**src/rtl/bonus_pkg.sv**
```systemverilog
// -----------------------------------------------------------------------------
// bonus_pkg
// Shared definitions for the bonus-ship scheduler: FSM state encoding,
// counter widths and the hit-score table.
// Ports: none (package).
// -----------------------------------------------------------------------------
package bonus_pkg;

    localparam int DELAY_W = 11;   // MIN_DELAY_FRAMES + 10-bit random delay
    localparam int RND_W   = 10;
    localparam int SHOT_W  = 4;
    localparam int SCORE_W = 9;

    typedef enum logic [1:0] {
        IDLE    = 2'd0,
        WAIT    = 2'd1,
        FLY     = 2'd2,
        EXPLODE = 2'd3
    } bonusStateT;

    // Points for a hit, selected by the low two bits of the shot count.
    function automatic logic [SCORE_W-1:0] scoreForShots(input logic [1:0] idx);
        logic [SCORE_W-1:0] pts;
        case (idx)
            2'd0:    pts = 9'd50;
            2'd1:    pts = 9'd100;
            2'd2:    pts = 9'd150;
            default: pts = 9'd300;
        endcase
        return pts;
    endfunction

endpackage

```
**src/rtl/frame_down_counter.sv**
```systemverilog
// -----------------------------------------------------------------------------
// frame_down_counter
// Frame-based down-counter used for both the launch delay and the explosion
// duration. Load has priority over counting, so a startOfFrame that lands on
// the load cycle is not counted.
// Ports:
//   clk, resetN      clock, async active-low reset
//   clear            synchronous clear to 0 (highest priority)
//   load, loadValue  load a new frame count
//   startOfFrame     decrement by one (stops at 0)
//   reachedOne       high while the count equals 1
// -----------------------------------------------------------------------------
module frame_down_counter
    import bonus_pkg::*;
#(
    parameter int W = DELAY_W
) (
    input  logic         clk,
    input  logic         resetN,
    input  logic         clear,
    input  logic         load,
    input  logic [W-1:0] loadValue,
    input  logic         startOfFrame,
    output logic         reachedOne
);

    logic [W-1:0] count;

    always_ff @(posedge clk or negedge resetN) begin
        if (!resetN) begin
            count <= '0;
        end else if (clear) begin
            count <= '0;
        end else if (load) begin
            count <= loadValue;
        end else if (startOfFrame && (count != '0)) begin
            count <= count - W'(1);
        end
    end

    assign reachedOne = (count == W'(1));

endmodule

```
**src/rtl/bonus_ship_scheduler.sv**
```systemverilog
// -----------------------------------------------------------------------------
// bonus_ship_scheduler
// Schedules bonus-ship passes: waits a minimum plus random number of frames,
// launches the ship, scores a hit from the shot count, shows the explosion,
// then waits again. Dropping playGame returns to IDLE from any state.
// Ports:
//   clk, resetN         clock, async active-low reset
//   startOfFrame        one-cycle pulse per frame
//   playGame            level, game in progress
//   rndDelay[9:0]       extra random delay, sampled on delay load
//   playerShot          one-cycle pulse per shot fired
//   bonusFireCollision  shot hit the bonus ship
//   shipExited          ship left the screen unhit
//   launch              one-cycle pulse starting a pass
//   bonusActive         ship flying
//   exploding           explosion displayed
//   scoreValid          one-cycle pulse on a hit
//   scoreValue[8:0]     points of the last hit
//
// state   | meaning
// IDLE    | no game; counters idle
// WAIT    | counting frames until next launch
// FLY     | ship on screen
// EXPLODE | explosion shown for EXPLODE_FRAMES frames
// -----------------------------------------------------------------------------
module bonus_ship_scheduler
    import bonus_pkg::*;
#(
    parameter int MIN_DELAY_FRAMES = 300,
    parameter int EXPLODE_FRAMES   = 30
) (
    input  logic               clk,
    input  logic               resetN,
    input  logic               startOfFrame,
    input  logic               playGame,
    input  logic [RND_W-1:0]   rndDelay,
    input  logic               playerShot,
    input  logic               bonusFireCollision,
    input  logic               shipExited,
    output logic               launch,
    output logic               bonusActive,
    output logic               exploding,
    output logic               scoreValid,
    output logic [SCORE_W-1:0] scoreValue
);

    bonusStateT          state;
    logic [SHOT_W-1:0]   shotCnt;
    logic                ctrClear;
    logic                ctrLoad;
    logic [DELAY_W-1:0]  ctrLoadValue;
    logic                ctrTick;
    logic                ctrOne;
    logic [DELAY_W-1:0]  waitDelay;

    assign waitDelay = DELAY_W'(MIN_DELAY_FRAMES) + DELAY_W'(rndDelay);

    // One counter serves WAIT and EXPLODE; every entry into either reloads it.
    always_comb begin
        ctrClear     = !playGame;
        ctrLoad      = 1'b0;
        ctrLoadValue = waitDelay;
        ctrTick      = startOfFrame && ((state == WAIT) || (state == EXPLODE));
        if (playGame) begin
            case (state)
                IDLE: ctrLoad = 1'b1;
                FLY: begin
                    if (bonusFireCollision) begin
                        ctrLoad      = 1'b1;
                        ctrLoadValue = DELAY_W'(EXPLODE_FRAMES);
                    end else if (shipExited) begin
                        ctrLoad = 1'b1;
                    end
                end
                EXPLODE: ctrLoad = startOfFrame && ctrOne;
                default: ;
            endcase
        end
    end

    frame_down_counter #(.W(DELAY_W)) uFrameCounter (
        .clk         (clk),
        .resetN      (resetN),
        .clear       (ctrClear),
        .load        (ctrLoad),
        .loadValue   (ctrLoadValue),
        .startOfFrame(ctrTick),
        .reachedOne  (ctrOne)
    );

    always_ff @(posedge clk or negedge resetN) begin
        if (!resetN) begin
            state       <= IDLE;
            shotCnt     <= '0;
            launch      <= 1'b0;
            bonusActive <= 1'b0;
            exploding   <= 1'b0;
            scoreValid  <= 1'b0;
            scoreValue  <= '0;
        end else begin
            launch     <= 1'b0;
            scoreValid <= 1'b0;

            if (playGame) begin
                if (state == IDLE) begin
                    shotCnt <= '0;
                end else if (playerShot) begin
                    shotCnt <= shotCnt + SHOT_W'(1);
                end
            end

            if (!playGame) begin
                state       <= IDLE;
                bonusActive <= 1'b0;
                exploding   <= 1'b0;
            end else begin
                case (state)
                    IDLE: state <= WAIT;
                    WAIT: begin
                        if (startOfFrame && ctrOne) begin
                            state       <= FLY;
                            launch      <= 1'b1;
                            bonusActive <= 1'b1;
                        end
                    end
                    FLY: begin
                        if (bonusFireCollision) begin
                            // Registered shotCnt is the pre-increment value.
                            state       <= EXPLODE;
                            bonusActive <= 1'b0;
                            exploding   <= 1'b1;
                            scoreValid  <= 1'b1;
                            scoreValue  <= scoreForShots(shotCnt[1:0]);
                        end else if (shipExited) begin
                            state       <= WAIT;
                            bonusActive <= 1'b0;
                        end
                    end
                    EXPLODE: begin
                        if (startOfFrame && ctrOne) begin
                            state     <= WAIT;
                            exploding <= 1'b0;
                        end
                    end
                    default: state <= IDLE;
                endcase
            end
        end
    end

endmodule
```
**config.mk**
```make
export PLATFORM = sky130hd
export DESIGN_NAME = bonus_ship_scheduler
export DESIGN_NICKNAME = d
export VERILOG_FILES = /design/src/rtl/bonus_pkg.sv /design/src/rtl/frame_down_counter.sv /design/src/rtl/bonus_ship_scheduler.sv
export SDC_FILE = /design/constraint.sdc
export NUM_CORES = 1
export LEC_CHECK = 0
export CORE_ASPECT_RATIO = 0.8
export CORE_UTILIZATION = 45
export DETAILED_ROUTE_END_ITERATION = 12
export PLACE_DENSITY = 0.68
export SLEW_MARGIN = 20
export SYNTH_ARGS = -nofsm -noshare
export SYNTH_HDL_FRONTEND = slang
export SYNTH_HIERARCHICAL = 1
export SYNTH_SLANG_ARGS = --single-unit
```
**constraint.sdc**
```tcl
create_clock -name clk -period 3.6 [get_ports clk]
set_input_delay 0.72 -clock clk [delete_from_list [all_inputs] [get_ports clk]]
set_output_delay 0.72 -clock clk [all_outputs]
set_load 0.01 [all_outputs]
```
==> results of run 1 <==
==> layer usage <==
metal  part of all wire (%)  routed length [um]  vias to the layer above
met4                    1.5                  62                        0
met5                      0                   0                        -
met2                     45                1790                       38
met3                    4.2                 168                        7
li1                       -                   -                      749
met1                     50                1990                      706
==> cell type report <==
class                   instances  share of cell area [%]
clock buffers                   4                    2.15
well taps                      42                    2.51
flip-flops and latches         25                    29.9
inverters                      19                    3.41
repair buffers                 30                    14.1
multi-input cells             148                    48.0
==> how the worst min path moves through the flow <==
stage | start | end | cells past startpoint
2_1_floorplan | resetN | bonusActive | 0
3_3_place_gp | scoreValue[7] | scoreValue[7] | 2
3_5_place_dp | scoreValue[2] | scoreValue[2] | 2
4_1_cts | scoreValue[2] | scoreValue[2] | 2
5_1_grt | scoreValue[6] | scoreValue[6] | 2
6_report | scoreValue[2] | scoreValue[2] | 2
==> placed cells by master (no fill, tap or decap), types with 2 or more instances in the layout <==
cell type	n
a211oi_1	2
a21boi_0	2
a21oi_1	9
a22oi_1	2
a31oi_1	3
and2_1	2
buf_4	2
clkbuf_8	3
clkdlybuf4s50_1	28
clkinv_1	2
dfrtp_1	25
ha_1	14
inv_1	17
mux2i_1	4
nand2_1	21
nand2b_1	2
nand3_1	8
nor2_1	18
nor2b_1	3
nor3_1	4
nor4_2	2
o211ai_1	5
o21a_1	3
o21ai_0	7
o22ai_1	2
o311ai_0	2
o31ai_1	4
or3_1	2
xnor2_1	6
==> registers in the layout (all words and copies together) (netlist names) <==
signal and flops:
shotCnt 2, state 2, launch 1, scoreValid 1
uFrameCounter/count 11, exploding 1, bonusActive 1, scoreValue 6
==> cell families (layout without fill, tap and decap cells) <==
| family | after synthesis | after routing |
|---|---|---|
| buf+inv | 26 | 53 |
| compound gates | 51 | 51 |
| other cells | 1 | 1 |
| mux | 5 | 5 |
| fa+ha+maj | 14 | 14 |
| flops | 25 | 25 |
| xor+xnor | 7 | 7 |
| simple gates | 70 | 70 |
==> where the power goes <==
part / total, mW / internal, mW / leakage, nW / switching, mW
logic: 0.484 / 0.224 / 0.551 / 0.261
registers: 0.411 / 0.340 / 0.337 / 0.0705
clock network: 0.172 / 0.0794 / 0.0228 / 0.0927
total: 1.07 / 0.643 / 0.910 / 0.424
==> critical path: stages, from the launching register on <==
cell	delay [ns]
dfrtp_1	0.44
or4_4	0.58
nor3_1	0.36
nand3_1	0.16
a31oi_1	0.20
buf_4	0.24
clkinv_1	0.25
nand3_1	0.14
a22o_1	0.14
a21oi_1	0.06
==> flow_summary.ini, run 1 <==
[placed_design]
placedCellCount = 264
place_congestion = 0.885
dpl_cell_area_um2 = 2050
portBuffers = 28
dp_hpwl_um = 3000
pre_cts_ws_ns = 0.948

[drt]
num_vias = 1500
wl_um = 4010
drc_errors = 0
drt_iter0_drc = 116
ant_nets = 0
dr.pass1.iters = 4
viasPerCell = 5.60
route.detailed.wl_per_inst_um = 15.0

[yosys]
synth_compound_area_share_pct = 20.3
synthTopCellsByCount = dfrtp_1 (25), nand2_1 (21), nor2_1 (18)
synth_top_family_by_area = simple AND/OR/NAND/NOR gates
netlist_instances = 199
yosysMostFrequentCell = dfrtp_1
ys.flop_type = dfrtp_1
yosysTopAreaCellShare_pct = 35.9
netlist_area_um2 = 1740
synth_warnings = 6
synth-simple-area-share_pct = 20.6
synth_edf_count = 0
syn_avg_cell_area_um2 = 8.75
syn_nets = 230
synthAdderAreaFrac_pct = 10.1
synth-seq-area-share_pct = 35.9
yosysTopAreaCell = dfrtp_1
yosys-mux-area-fraction_pct = 2.95
ys_ff_latch = 25
yosysUniqueCellTypes = 50
synthArstFlopShare_pct = 100
synth.area.top_cells = dfrtp_1 (36%), ha_1 (10%), nand2_1 (4.5%)
synthXorXnorAreaFrac_pct = 3.52

[timing]
min_period_ns = 2.71
slew-limit-headroom_pct = 63.0
worst_pin_slew_ns = 0.550
fmax_ghz = 0.370
setup_viol = 0
finalSetupTns_ns = 0
skew_ns = 0.00589
rsz0062_at_grt = no
whs_ns = 0.489
slew_viol_final = 0
post-route-period-util_pct = 75.2
setup_ws_ns = 0.894
final_hold_viol_count = 0

[clocking]
cts_buffers = 3
cts.sinks = 25
root_buffer = clkbuf_8
cts_resized = 0
post_cts_buffers = 0
clock_path_buffers = 2
cts.htree.levels = 1
clkSlewWorstSetupHoldPaths_ns = 0.09
postCtsHoldBufs = 0
cts_tree = yes
clk_latency_ns = 0.27

[critical_path]
end_kind = flop
worstPathMaxFanout = 16
path_class = flop to flop
worst-r2r-setup-slack_ns = 0.89
arrival_ns = 2.85
rr_worst_depth = 9
cp-endpoint = uFrameCounter/count[7]
startpoint_type = flop
r2r_end = uFrameCounter/count[7]
cp_data_required_time_ns = 3.74
crit_path_start = uFrameCounter/count[7]
r2r-start = uFrameCounter/count[7]

[global_routing]
grt_pass1_wl_um = 6890
grt_use_total_pct = 21.9
grt.met1_usage_pct = 28.5
grt_pass1_vias = 1469
grt_max_degree = 26
met3_usage_pct = 4.70
grt_use_met2_pct = 36.7
grt_overflow = 0
busiest_layer = met2
antenna_found_initial = 0

[flow_run]
max_cap_viol_count = 0

[pwr]
total_power_mw = 1.07
irDropWorstVdd_mv = 0.255
p_per_area_nw_per_um2 = 509
p_leak_nw = 0.910

[cells_and_area]
multi_input_area_um2 = 1000
drive_above_1_share_pct = 6.19
fin_cells = 268
area_growth_pct = 20.3
antenna_cells = 0
fillers = 320
final_area_um2 = 2090
fin_nets = 258
utilization_pct = 58.7
regArea_um2 = 626

[die]
io_pins = 30
dieArea_um2 = 4120
die_w_um = 71.5
row_count = 19
fp.dieH_um = 57.6
start_util_pct = 48.8
fp.coreArea_um2 = 3570

[worst_hold_path]
hold_class = flop to flop

[run_status]
outcome = complete, no violations
Note: power is estimated with default switching activity, not from simulation.
==> inputs of run 2 (changes only) <==
Clock period 3.6 ns to 2.8 ns, I/O delays scaled along.
==> run 2 against run 1 <==
  * Power is 33% higher
  * Sequential share of layout area is 0.80 points lower
  * Wire length rose by 8.6%
  * Largest power group unchanged
  * Sequential cell count is the same
  * Global-route usage rose by 1.5 points
  * Combinational power increased by 38%
  * Clock-buffer cell count down 1
  * Clock skew is 0.0038 ns lower
  * Worst hold slack hardly changed
  * Core utilization is 1.6 points higher
==> flow_summary.ini, run 2 (synthesis gave the netlist of run 1 again) <==
[run_status]
outcome = complete, no violations

[global_routing]
grt_pass1_vias = 1643
grt_use_total_pct = 23.5
grt_overflow = 0
antenna_found_initial = 0
grt_pass1_wl_um = 7490
grt_max_degree = 26

[cells_and_area]
area_growth_pct = 23.7
layout_common_cells = clkdlybuf4s50_1 (28), dfrtp_1 (25), nand2_1 (21), nor2_1 (18), inv_1 (17)
final_area_um2 = 2150
regArea_um2 = 626
final_common_cell = clkdlybuf4s50_1
fin_nets = 263
top_register = uFrameCounter/count
drive_above_1_share_pct = 9.52
largest_reg_flops = 11
multi_input_area_um2 = 1010
fillers = 302
reg_top3 = uFrameCounter/count x11, scoreValue x6
antenna_cells = 0

[critical_path]
r2r_end = uFrameCounter/count[7]
arrival_ns = 2.78
path_class = flop to flop
startpoint_type = flop
end_kind = flop
worst-r2r-setup-slack_ns = 0.22
worstPathMaxFanout = 15
r2r-start = uFrameCounter/count[4]
cp_data_required_time_ns = 3.01
rr_worst_depth = 8

[drt]
wl_um = 4360
viasPerCell = 5.70
met1_length_um = 2050
wl_met2_um = 2070
drt_iter0_drc = 123
num_vias = 1557
dr.pass1.iters = 4
drc_errors = 0
top_layer = met4
route.met3.wl_um = 216
route.detailed.wl_per_inst_um = 16.0
ant_nets = 0

[placed_design]
dpl_cell_area_um2 = 2100
portBuffers = 28
place_congestion = 0.876
dp_hpwl_um = 3290

[pwr]
intPower_mw = 0.850
p_comb_share_pct = 47.0
clkPwrFrac_pct = 15.9
total_power_mw = 1.42
power_switching_mw = 0.573
p_per_area_nw_per_um2 = 662
irDropWorstVdd_mv = 0.305
swShare_pct = 40.3
p_leak_nw = 0.943
seqPwrFrac_pct = 37.1

[die]
start_util_pct = 48.8
dieArea_um2 = 4120
io_pins = 30
row_count = 19
fp.coreArea_um2 = 3570
fp.dieH_um = 57.6
die_w_um = 71.5

[clocking]
clock_path_buffers = 2
postCtsHoldBufs = 0
clkSlewWorstSetupHoldPaths_ns = 0.09
root_buffer = clkbuf_8
clk_latency_ns = 0.27
cts_tree = yes
cts.htree.levels = 1
cts.sinks = 25
cts_buffers = 3

[timing]
slew_viol_final = 0
worst_pin_slew_ns = 0.633
final_hold_viol_count = 0
slew-limit-headroom_pct = 57.4
setup_viol = 0
whs_ns = 0.489
min_period_ns = 2.58
fmax_ghz = 0.388
skew_ns = 0.00205
post-route-period-util_pct = 92.1
finalSetupTns_ns = 0
rsz0062_at_grt = no

[worst_hold_path]
hold_class = flop to flop
hold_depth = 2
min_to = scoreValue[6]
min-delay-start = scoreValue[6]

[flow_run]
max_cap_viol_count = 0
[run 2: cell types whose count changed in the layout (fill, tap and decap cells not counted), sizes merged]
cell / delta
inv: +1
buf: +5
clkbuf: -1
[run 2: per-layer routing]
layer	vias up	GRT usage [%]
met3	4	5.39
met4	0	6.16
met5	-	0
met1	744	30.3
met2	49	40.3
li1	760	-
[run 2: area by class of cell]
class                      instances  share of cell area (%)
multi-input combinational        148                    47.0
sequential                        25                    29.1
timing repair buffer              35                    16.0
inverter                          19                    3.31
tap                               42                    2.44
clock buffer                       3                    1.92
clock inverter                     1                   0.233
[run 2: worst max-delay path by stage]
stage	start	end	slack (ns)	cells past startpoint
final	uFrameCounter/count[4]	uFrameCounter/count[7]	0.22	8
after global routing	uFrameCounter/count[4]	uFrameCounter/count[7]	0.08	8
after CTS	uFrameCounter/count[4]	uFrameCounter/count[7]	0.17	8
after global placement	uFrameCounter/count[4]	uFrameCounter/count[7]	0.27	8
after floorplan	uFrameCounter/count[7]	uFrameCounter/count[2]	0.31	9
after detailed placement	uFrameCounter/count[4]	uFrameCounter/count[7]	0.20	8
[run 2: critical path, cell delays in order, from the launching register on]
cell	delay [ns]
dfrtp_1	0.45
or4_4	0.56
nor3_1	0.31
nand3_1	0.19
a31oi_2	0.31
buf_12	0.18
nor2_1	0.14
a22o_1	0.25
a21oi_1	0.13
[run 2: through the flow]
stage | setup slack (ns) | cells | utilization (%)
after floorplan | 0.306 | 199 | -
after global placement | 0.273 | 269 | 58.9
after detailed placement | 0.203 | 269 | 58.9
after CTS | 0.169 | 273 | 60.2
after global routing | 0.0789 | 273 | 60.4
final | 0.220 | 273 | 60.4
[run 2: power groups by stage]
stage	combinational [mW]	sequential, mW	clock, mW
after floorplan	0.424	0.524	0
after global placement	0.644	0.525	0
after detailed placement	0.661	0.533	0
after CTS	0.666	0.526	0.229
after global routing	0.747	0.539	0.242
final	0.668	0.529	0.227
[run 2: repair_timing]
action | CTS | global route
setup buffers | 0 | 0
gates resized for setup | 0 | 2
setup endpoints to repair | 0 | 2
